## config.mk

```make
export PLATFORM = sky130hd
export DESIGN_NAME = apb_to_wb_bridge
export DESIGN_NICKNAME = d
export VERILOG_FILES = /design/src/rtl/apb_wb_pkg.sv /design/src/rtl/wb_timeout_counter.sv /design/src/rtl/apb_to_wb_bridge.sv
export SDC_FILE = /design/constraint.sdc
export NUM_CORES = 1
export LEC_CHECK = 0
export BUFFER_PORTS_ARGS = -buffer_cell sky130_fd_sc_hd__buf_2
export CORE_UTILIZATION = 50
export DETAILED_ROUTE_END_ITERATION = 8
export PLACE_DENSITY = 0.95
export SLEW_MARGIN = 30
export SYNTH_ARGS = -nofsm -noshare
export SYNTH_HDL_FRONTEND = slang
export SYNTH_SLANG_ARGS = --single-unit
```

## constraint.sdc

```tcl
create_clock -name clk -period 4.95 [get_ports clk]
set_clock_uncertainty 0.2 [all_clocks]
set_input_delay 0.2475 -clock clk [delete_from_list [all_inputs] [get_ports clk]]
set_output_delay 0.2475 -clock clk [all_outputs]
set_load 0.01 [all_outputs]
```

## src/rtl/apb_wb_pkg.sv

```systemverilog
// Shared types and constants for the APB-to-Wishbone bridge.
// The state encoding is 2 bits wide.
package apb_wb_pkg;

    typedef enum logic [1:0] {
        StIdle  = 2'd0,
        StWbReq = 2'd1,
        StResp  = 2'd2
    } state_e;

    localparam logic [3:0] SEL_ALL = 4'hF;

    localparam int unsigned TIMEOUT_DEFAULT = 255;

endpackage

```

## src/rtl/wb_timeout_counter.sv

```systemverilog
// Counts cycles spent waiting on a Wishbone response.
// 'expired' flags the last permitted cycle of the wait.
module wb_timeout_counter #(
    parameter int unsigned TIMEOUT = 255
) (
    input  logic clk,
    input  logic rst_n,
    input  logic clr,
    input  logic en,
    output logic expired
);

    localparam int unsigned CntW = $clog2(TIMEOUT + 1);
    localparam logic [CntW-1:0] CntLast = CntW'(TIMEOUT - 1);
    localparam logic [CntW-1:0] CntMax  = CntW'(TIMEOUT);

    logic [CntW-1:0] cnt_q, cnt_d;

    // Saturate at TIMEOUT so the count never wraps back to zero.
    always_comb begin
        cnt_d = cnt_q;
        if (clr) begin
            cnt_d = '0;
        end else if (en && (cnt_q != CntMax)) begin
            cnt_d = cnt_q + CntW'(1);
        end
    end

    always_ff @(posedge clk) begin
        if (!rst_n) begin
            cnt_q <= '0;
        end else begin
            cnt_q <= cnt_d;
        end
    end

    assign expired = en && (cnt_q == CntLast);

endmodule

```

## src/rtl/apb_to_wb_bridge.sv

```systemverilog
// APB completer that issues one Wishbone classic cycle per APB transfer.
// A hung Wishbone cycle is aborted after TIMEOUT cycles and reported as pslverr.
module apb_to_wb_bridge
    import apb_wb_pkg::*;
#(
    parameter int unsigned ADDR_W  = 32,
    parameter int unsigned DATA_W  = 32,
    parameter int unsigned TIMEOUT = TIMEOUT_DEFAULT
) (
    input  logic              clk,
    input  logic              rst_n,
    input  logic [ADDR_W-1:0] paddr,
    input  logic              psel,
    input  logic              penable,
    input  logic              pwrite,
    input  logic [DATA_W-1:0] pwdata,
    input  logic [3:0]        pstrb,
    output logic [DATA_W-1:0] prdata,
    output logic              pready,
    output logic              pslverr,
    output logic [ADDR_W-1:0] wb_adr,
    output logic [DATA_W-1:0] wb_dat_w,
    input  logic [DATA_W-1:0] wb_dat_r,
    output logic              wb_we,
    output logic [3:0]        wb_sel,
    output logic              wb_cyc,
    output logic              wb_stb,
    input  logic              wb_ack,
    input  logic              wb_err
);

    state_e            state_q, state_d;
    logic [ADDR_W-1:0] adr_q, adr_d;
    logic [DATA_W-1:0] dat_w_q, dat_w_d;
    logic [DATA_W-1:0] prdata_q, prdata_d;
    logic [3:0]        sel_q, sel_d;
    logic              we_q, we_d;
    logic              cyc_q, cyc_d;
    logic              pslverr_q, pslverr_d;
    logic              setup;
    logic              expired;

    assign setup = psel && !penable;

    wb_timeout_counter #(
        .TIMEOUT (TIMEOUT)
    ) u_timeout (
        .clk     (clk),
        .rst_n   (rst_n),
        .clr     (state_q != StWbReq),
        .en      (state_q == StWbReq),
        .expired (expired)
    );

    always_ff @(posedge clk) begin
        if (!rst_n) begin
            state_q   <= StIdle;
            adr_q     <= '0;
            dat_w_q   <= '0;
            prdata_q  <= '0;
            sel_q     <= '0;
            we_q      <= 1'b0;
            cyc_q     <= 1'b0;
            pslverr_q <= 1'b0;
        end else begin
            state_q   <= state_d;
            adr_q     <= adr_d;
            dat_w_q   <= dat_w_d;
            prdata_q  <= prdata_d;
            sel_q     <= sel_d;
            we_q      <= we_d;
            cyc_q     <= cyc_d;
            pslverr_q <= pslverr_d;
        end
    end

    always_comb begin
        state_d = state_q;
        unique case (state_q)
            StIdle:  if (setup) state_d = StWbReq;
            StWbReq: if (wb_err || wb_ack || expired) state_d = StResp;
            StResp:  state_d = StIdle;
            default: state_d = StIdle;
        endcase
    end

    // Response priority while waiting: err over ack over timeout.
    always_comb begin
        adr_d     = adr_q;
        dat_w_d   = dat_w_q;
        prdata_d  = prdata_q;
        sel_d     = sel_q;
        we_d      = we_q;
        cyc_d     = cyc_q;
        pslverr_d = pslverr_q;
        unique case (state_q)
            StIdle: begin
                if (setup) begin
                    adr_d   = paddr;
                    dat_w_d = pwdata;
                    we_d    = pwrite;
                    sel_d   = pwrite ? pstrb : SEL_ALL;
                    cyc_d   = 1'b1;
                end
            end
            StWbReq: begin
                if (wb_err) begin
                    cyc_d     = 1'b0;
                    pslverr_d = 1'b1;
                    prdata_d  = '0;
                end else if (wb_ack) begin
                    cyc_d     = 1'b0;
                    pslverr_d = 1'b0;
                    if (!we_q) prdata_d = wb_dat_r;
                end else if (expired) begin
                    cyc_d     = 1'b0;
                    pslverr_d = 1'b1;
                    prdata_d  = '0;
                end
            end
            StResp:  pslverr_d = 1'b0;
            default: cyc_d = 1'b0;
        endcase
    end

    always_comb begin
        pready   = (state_q == StResp);
        pslverr  = pslverr_q;
        prdata   = prdata_q;
        wb_adr   = adr_q;
        wb_dat_w = dat_w_q;
        wb_we    = we_q;
        wb_sel   = sel_q;
        wb_cyc   = cyc_q;
        wb_stb   = cyc_q;
    end

endmodule
```

==> run summary, run 1 <==
================================================================================
Run status                                                             completed
Synth async-reset ratio                                                       0%
Final worst path period need                                             2.50 ns
Number of instances on the worst hold path                                     4
Critical path start-end classification                                   reg2reg
CTS Root Cell                                                       sky130_fd_sc_hd__clkbuf_8
Switching pwr                                                           0.625 mW
X dimension of the die                                                   96.7 um
Remaining Overflow, GRT                                                        0
Endpoints failing hold                                                         0
Crit path required time                                                  5.16 ns
Maximum clock path buffer count                                                2
Finished Layout Cells                                                        936
TritonCTS Buffers                                                             17
Number of library cell types mapped by synthesis                              33
Power per standard cell area                                          343 nW/um2
Post-DR wirelength/cell                                                  17.7 um
RSZ-0062 raised after global routing                                          no
Count of placed standard cells including taps                                800
Cell with the most instances after synthesis                        sky130_fd_sc_hd__nand2_1
Source of the critical timing path                                  u_timeout.cnt_q[0]$_SDFFE_PP0P_
Pre-antenna DRT Iters                                                          5
Capturing element type of the critical path                            flip-flop
Cell-internal power                                                      1.83 mW
Worst-case vdd ir drop                                                  0.245 mV
Number of vias in the routed layout                                         5131
Worst reg-to-reg setup slack                                             2.45 ns
Placer congestion estimate                                                 0.796
Upper clock frequency limit                                            0.401 GHz
Minimum setup slack after placement                                      2.30 ns
Largest cells by area after synthesis                               sky130_fd_sc_hd__dfxtp_1 (50%), sky130_fd_sc_hd__a21boi_0 (14%), sky130_fd_sc_hd__nand2_1 (14%)
Ratio of cells with drive above 1 in the final layout                      31.0%
Hold path startpoint                                                      wb_ack
Number of nets produced by synthesis                                         627
Commonest register cell after synthesis                             sky130_fd_sc_hd__dfxtp_1
Number of enable-type register cells in the synthesized netlist                0
Critical path startpoint category                                      flip-flop
Crit share post-route                                                      50.4%
Number of nets still failing antenna checks after routing                      0
Number of failing setup endpoints in the final timing report                   0
Core ar.                                                                8680 um2
Worst hold slack                                                       0.0484 ns
Detailed router's first-iteration violation count                            215
Endpoint of the worst register-to-register path                     prdata[15]$_SDFFE_PN0P_
Crit path max fanout                                                          20
Die span in y                                                            96.7 um
Portion of total power attributed to sequential cells                      39.7%
Slew at the pin with the worst max-slew slack                           0.773 ns
Syn_area_per_cell                                                       8.70 um2
Critical path's top delay family                                    compound AO/OA/AOI/OAI gates
Via count normalized by instance count                                      5.48
Number of cells produced by synthesis                                        515
Sequential cell area fraction in the yosys report                          50.5%
Number of cells on the worst reg-to-reg path                                   7
Number of storage elements in the synthesis netlist                          113
Setup slack of the critical path after layout                            2.45 ns
Worst-skew pair later-pin latency                                        0.50 ns
Final total negative setup slack                                            0 ns
Sw frac                                                                    25.4%
Number of antenna violations at the first check in global routing              0
Area growth from synthesis to final layout                                 59.8%
Area enclosed by the die boundary                                       9350 um2
Number of H-tree branching levels                                              4
Share of the synthesized area in the top cell type                         50.5%
Gr usage total                                                             35.3%
Vias in the first global route                                              5358
Number of buffers inserted by port buffering                                 211
Cell area after synthesis                                               4480 um2
CP bufs+invs                                                                   2
Clock sink total                                                             113
Stages on the worst setup path                                                 7
Clock tree from TritonCTS                                                   done
Number of nets in the final layout                                           927
Clock group share of total power                                           47.3%
Count of pins over their slew limit                                            0
Post-detailed-route DRC marker count                                           0
Leakage                                                                  3.21 nW
Critical path's largest stage delay                                      0.57 ns
Total routed wirelength                                                 16600 um
Critical-path top delay cell                                        sky130_fd_sc_hd__a311oi_4
Number of antenna cells inserted                                               0
Yosys top cell by area                                              sky130_fd_sc_hd__dfxtp_1
Leading post-synthesis cells by instance count                      sky130_fd_sc_hd__nand2_1 (167), sky130_fd_sc_hd__dfxtp_1 (113), sky130_fd_sc_hd__a21boi_0 (84)
Logic gate share of total power                                            13.0%
Worst min-delay path class                                                in2reg
End point of the worst hold path                                    pslverr$_SDFFE_PN0P_
Number of cell rows                                                           34
Crit Reg-Reg Startpoint                                             u_timeout.cnt_q[0]$_SDFFE_PP0P_
Largest net degree at the start of global routing                             62
Wire length of the first global-routing pass                            26300 um
Synthesis Warnings                                                             0
Headroom to the max-slew limit                                             48.5%
Clk pin slew, worst setup/hold paths                                     0.06 ns
Ordered cell list for the critical path                             inv_1, ha_1, and4_2, a311oi_4, buf_6, o21ai_0, a21boi_0
I/O pins                                                                     212
Initial standard-cell utilization of the core                              51.6%
Buffers inserted by post-CTS timing repair                                     0
Worst endpoint data arrival time                                         2.71 ns
Max_cap viols                                                                  0
Fillcell total                                                               458
Post-DP HPWL                                                             8290 um
================================================================================
==> cells by family after synthesis <==
kind of cell / count (synthesis) / synth area share (%)
flip-flops: 113 / 50.5
buffers and inverters: 44 / 4.02
AND/OR/NAND/NOR: 197 / 18.3
XOR/XNOR: 3 / 0.586
AO/OA/AOI/OAI: 152 / 25.0
adder cells (fa/ha/maj): 5 / 1.40
multiplexers: 1 / 0.223
==> timing repair <==
action | in CTS | in global routing
resized for setup | 0 | 0
hold endpoints to repair | 102 | 0
hold buffers | 103 | 0
==> cells in the final DEF, fill, tap and decap left out, types with 2 or more instances in the layout <==
cell	n
sky130_fd_sc_hd__nand2_1	167
sky130_fd_sc_hd__clkinv_4	3
sky130_fd_sc_hd__bufinv_16	2
sky130_fd_sc_hd__inv_1	5
sky130_fd_sc_hd__a31oi_1	2
sky130_fd_sc_hd__o21a_1	2
sky130_fd_sc_hd__ha_1	5
sky130_fd_sc_hd__a211oi_1	4
sky130_fd_sc_hd__nand3_1	5
sky130_fd_sc_hd__clkinv_2	6
sky130_fd_sc_hd__a21boi_0	84
sky130_fd_sc_hd__clkbuf_16	16
sky130_fd_sc_hd__nor2_1	7
sky130_fd_sc_hd__clkinvlp_4	2
sky130_fd_sc_hd__clkbuf_8	2
sky130_fd_sc_hd__buf_4	4
sky130_fd_sc_hd__xnor2_1	3
sky130_fd_sc_hd__buf_2	211
sky130_fd_sc_hd__a2111oi_4	2
sky130_fd_sc_hd__and3_1	2
sky130_fd_sc_hd__o21ai_0	35
sky130_fd_sc_hd__a21oi_1	2
sky130_fd_sc_hd__nand3b_1	4
sky130_fd_sc_hd__o211a_1	5
sky130_fd_sc_hd__dlygate4sd3_1	103
sky130_fd_sc_hd__a21boi_1	14
sky130_fd_sc_hd__nor2b_1	4
sky130_fd_sc_hd__dfxtp_1	113
==> power groups by stage <==
stage,Sequential (mW),Combinational (mW),Clock [mW]
floorplan,1.01,0.109,0
global placement,0.988,0.225,0
detailed placement,0.991,0.234,0
CTS,0.972,0.299,1.17
global route,0.980,0.340,1.21
finish,0.976,0.318,1.16
==> per-layer routing <==
| metal | vias to the layer above | share of wire (%) | wire length (um) | GRT usage, % |
|---|---|---|---|---|
| met1 | 2378 | 36 | 5990 | 37.0 |
| met5 | - | 0 | 0 | 0 |
| li1 | 2323 | - | - | - |
| met4 | 0 | 6.1 | 1010 | 25.0 |
| met3 | 93 | 9.1 | 1510 | 9.39 |
| met2 | 337 | 49 | 8060 | 60.9 |
==> per-stage QoR <==
step / power [mW] / utilization [%] / cell area (um2)
2_1_floorplan: 1.12 / - / 4480
3_3_place_gp: 1.21 / 64.0 / 5550
3_5_place_dp: 1.23 / 64.0 / 5550
4_1_cts: 2.44 / 82.4 / 7150
5_1_grt: 2.53 / 82.5 / 7160
6_report: 2.46 / 82.5 / 7160
==> how the worst max path moves through the flow <==
| stage | to | slack [ns] |
|---|---|---|
| 6_report | prdata[15]$_SDFFE_PN0P_ | 2.45 |
| 2_1_floorplan | prdata[11]$_SDFFE_PN0P_ | 3.04 |
| 5_1_grt | wb_sel[3]$_SDFFE_PN0P_ | 2.35 |
| 4_1_cts | prdata[31]$_SDFFE_PN0P_ | 2.29 |
| 3_3_place_gp | wb_cyc$_SDFFE_PN0P_ | 2.57 |
| 3_5_place_dp | prdata[31]$_SDFFE_PN0P_ | 2.30 |
==> registers in the layout, indices dropped and copies added (netlist names) <==
name / flops
wb_cyc: 1
pslverr: 1
wb_dat_w: 32
prdata: 32
wb_we: 1
wb_adr: 32
state_q: 2
u_timeout.cnt_q: 8
wb_sel: 4
==> final cells by class <==
cell class | instances | area (um2) | area share [%]
flip-flops and latches | 113 | 2260 | 31.6
repair buffers | 319 | 2130 | 29.7
multi-input cells | 358 | 2050 | 28.6
clock buffers | 18 | 428 | 5.97
clock inverters | 14 | 140 | 1.96
well taps | 108 | 135 | 1.89
inverters | 6 | 22.5 | 0.314
==> worst reg2reg max path: stages (launching register included) <==
cell	delay, ns
sky130_fd_sc_hd__dfxtp_1	0.42
sky130_fd_sc_hd__inv_1	0.07
sky130_fd_sc_hd__ha_1	0.19
sky130_fd_sc_hd__and4_2	0.28
sky130_fd_sc_hd__a311oi_4	0.57
sky130_fd_sc_hd__buf_6	0.26
sky130_fd_sc_hd__o21ai_0	0.15
sky130_fd_sc_hd__a21boi_0	0.28
No activity file was read; power rests on OpenSTA's default activity.
==> run 2, diff against run 1 <==
--- a/config.mk
+++ b/config.mk
@@ -6,9 +6,9 @@
 export NUM_CORES = 1
 export LEC_CHECK = 0
 export BUFFER_PORTS_ARGS = -buffer_cell sky130_fd_sc_hd__buf_2
-export CORE_UTILIZATION = 50
+export CORE_UTILIZATION = 46
 export DETAILED_ROUTE_END_ITERATION = 8
-export PLACE_DENSITY = 0.95
+export PLACE_DENSITY = 0.89
 export SLEW_MARGIN = 30
 export SYNTH_ARGS = -nofsm -noshare
 export SYNTH_HDL_FRONTEND = slang
==> constraint.sdc (replaced) <==
create_clock -name clk -period 2.3 [get_ports clk]
set_clock_uncertainty 0.2 [all_clocks]
set_input_delay 0.115 -clock clk [delete_from_list [all_inputs] [get_ports clk]]
set_output_delay 0.115 -clock clk [all_outputs]
set_load 0.01 [all_outputs]
==> run 2 against run 1 <==
  * Combinational power up 120%
  * Worst hold slack worse by 0.0073 ns
  * Critical path type unchanged
  * Design area up 2.0%
  * Largest power group unchanged
  * Via count down 2.2%
  * Largest cell class unchanged
  * Core utilization down 4.2 points
  * Critical path depth unchanged
  * Global-route usage down 5.4 points
  * Die area up 8.5%
==> run summary, run 2 (synthesized netlist as in run 1, its figures left out) <==
================================================================================
Number of vias in the routed layout                                         5019   -2.2%
Logic gate share of total power                                            13.1%   about the same
Clock sink total                                                             113   unchanged
Crit share post-route                                                      92.7%   +42 points
Count of pins over their slew limit                                            0   unchanged
Worst-case vdd ir drop                                                  0.566 mV   +130%
Count of placed standard cells including taps                                826   +3.3%
Maximum clock path buffer count                                                2   unchanged
Number of nets in the final layout                                           934   +0.76%
Highest metal layer with signal wires                                       met4
Remaining Overflow, GRT                                                        0   unchanged
Ratio of cells with drive above 1 in the final layout                      31.0%   about the same
Pre-antenna DRT Iters                                                          5   unchanged
Clock group share of total power                                           47.6%   +0.3 points
Number of cell rows                                                           35   +2.9%
Worst min-delay path class                                                in2reg
Die span in y                                                             101 um   +4.2%
Post-DR wirelength/cell                                                  15.8 um   -11%
Worst endpoint data arrival time                                         2.33 ns   -0.38 ns
Worst-skew pair later-pin latency                                        0.49 ns   about the same
RSZ-0062 raised after global routing                                          no
Number of buffers inserted by port buffering                                 211   unchanged
Slew at the pin with the worst max-slew slack                           0.546 ns   -0.227 ns
Headroom to the max-slew limit                                             63.6%   +15 points
Minimum setup slack after placement                                     0.166 ns   -2.14 ns
Total routed wirelength                                                 15300 um   -7.9%
Critical path startpoint category                                      flip-flop
Cell-internal power                                                      4.00 mW   +120%
Area enclosed by the die boundary                                      10100 um2   +8.5%
Detailed router's first-iteration violation count                            188   -13%
Final total negative setup slack                                            0 ns   unchanged
Commonest non-fill, non-tap cells in the layout                     sky130_fd_sc_hd__buf_2 (211), sky130_fd_sc_hd__nand2_1 (167), sky130_fd_sc_hd__dfxtp_1 (113)
Area growth from synthesis to final layout                                 62.9%
Switching pwr                                                            1.33 mW   +110%
Wire length of the first global-routing pass                            23700 um   -9.8%
Largest net degree at the start of global routing                             58   -6.5%
Endpoints failing hold                                                         0   unchanged
Capturing element type of the critical path                            flip-flop
Post-detailed-route DRC marker count                                           0   unchanged
Initial standard-cell utilization of the core                              48.0%   -3.6 points
Crit path required time                                                  2.50 ns   -2.66 ns
Post-DP HPWL                                                             8320 um   +0.37%
Finished Layout Cells                                                        966   +3.2%
Fillcell total                                                               538   +17%
Number of nets still failing antenna checks after routing                      0   unchanged
Detail Route met2 WL                                                     7830 um   -2.9%
Final worst path period need                                             2.13 ns   -0.365 ns
Core ar.                                                                9330 um2   +7.5%
X dimension of the die                                                    101 um   +4.2%
Portion of total power attributed to sequential cells                      39.3%   -0.4 points
Length of routed wiring on met1                                          5690 um   -4.9%
Run status                                                             completed
Upper clock frequency limit                                            0.469 GHz   +17%
Met3 WL                                                                  1070 um   -29%
Number of antenna violations at the first check in global routing              0   unchanged
Gr usage total                                                             29.8%   -5.4 points
Critical path start-end classification                                   reg2reg
Power per standard cell area                                          730 nW/um2   +110%
CTS Root Cell                                                       sky130_fd_sc_hd__clkbuf_8
Leading cell type in the layout, fill and taps excluded             sky130_fd_sc_hd__buf_2
Clock tree from TritonCTS                                                   done
Sw frac                                                                    24.9%   -0.56 points
TritonCTS Buffers                                                             17   unchanged
Buffers inserted by post-CTS timing repair                                     0   unchanged
Leakage                                                                  3.24 nW   +1.1%
Setup slack of the critical path after layout                           0.169 ns   -2.29 ns
Number of H-tree branching levels                                              4   unchanged
Clk pin slew, worst setup/hold paths                                     0.06 ns   about the same
Max_cap viols                                                                  0   unchanged
I/O pins                                                                     212   unchanged
Via count normalized by instance count                                      5.20   -5.2%
Vias in the first global route                                              5113   -4.6%
Crit path max fanout                                                          32   +60%
Placer congestion estimate                                                 0.820   +3.1%
Number of failing setup endpoints in the final timing report                   0   unchanged
================================================================================
[run 2: cell count changes in the layout (fill, tap and decap cells not counted), sizes merged]
cell	previous run	this run
buf	216	220
clkbuf	18	20
clkinv	9	4
clkinvlp	2	5
diode	0	2
dlygate4sd3	103	106
[run 2: cell type report]
| cell class | count | area [um2] | share of cell area, % |
|---|---|---|---|
| diodes | 2 | 5.00 | 0.0685 |
| clock buffers | 20 | 445 | 6.10 |
| clock inverters | 12 | 134 | 1.83 |
| inverters | 6 | 22.5 | 0.308 |
| multi-input cells | 358 | 2050 | 28.0 |
| flip-flops and latches | 113 | 2260 | 31.0 |
| well taps | 129 | 161 | 2.21 |
| repair buffers | 326 | 2230 | 30.5 |
[run 2: per-layer routing]
layer | up-vias | global-route usage [%]
met5 | - | 0
met1 | 2354 | 30.5
met2 | 268 | 54.0
met3 | 61 | 8.25
met4 | 0 | 18.3
li1 | 2336 | -
[run 2: per-stage QoR]
| stage | power (mW) | util [%] | area [um2] | hold slack (ns) |
|---|---|---|---|---|
| after floorplan | 2.40 | - | 4480 | 0.0499 |
| after global placement | 2.63 | 60.6 | 5650 | 0.156 |
| after detailed placement | 2.66 | 60.6 | 5650 | 0.165 |
| after CTS | 5.33 | 78.2 | 7290 | 0.0220 |
| after global routing | 5.52 | 78.2 | 7300 | 0.101 |
| final | 5.33 | 78.3 | 7300 | 0.0412 |
[run 2: power by group through the flow]
| stage | sequential [mW] | combinational [mW] | clock (mW) |
|---|---|---|---|
| final | 2.10 | 0.699 | 2.53 |
| after global routing | 2.10 | 0.754 | 2.66 |
| after CTS | 2.09 | 0.670 | 2.57 |
| after detailed placement | 2.13 | 0.528 | 0 |
| after global placement | 2.13 | 0.506 | 0 |
| after floorplan | 2.17 | 0.235 | 0 |
[run 2: path summary, 6_finish.rpt]
kind	start	end	slack, ns	depth (start not counted)
setup / recovery	u_timeout.cnt_q[0]$_SDFFE_PP0P_	prdata[19]$_SDFFE_PN0P_	0.17	7
hold / removal	penable	state_q[1]$_SDFFE_PN0P_	0.04	4
setup reg to reg	u_timeout.cnt_q[0]$_SDFFE_PP0P_	prdata[19]$_SDFFE_PN0P_	0.17	7
hold reg to reg	wb_adr[24]$_SDFFE_PN0P_	wb_adr[24]$_SDFFE_PN0P_	0.26	2
[run 2: what timing repair did]
action	in CTS	in global routing
gates resized for setup	0	1
endpoints found under the setup margin	0	2
hold buffers	106	0
endpoints found under the hold margin	106	0
[run 2: critical path, stage by stage (launching register included)]
cell and delay (ns):
sky130_fd_sc_hd__dfxtp_1 0.43, sky130_fd_sc_hd__inv_1 0.07, sky130_fd_sc_hd__ha_1 0.19, sky130_fd_sc_hd__and4_2 0.28
sky130_fd_sc_hd__a311oi_4 0.30, sky130_fd_sc_hd__buf_6 0.25, sky130_fd_sc_hd__o21ai_0 0.10, sky130_fd_sc_hd__a21boi_0 0.21
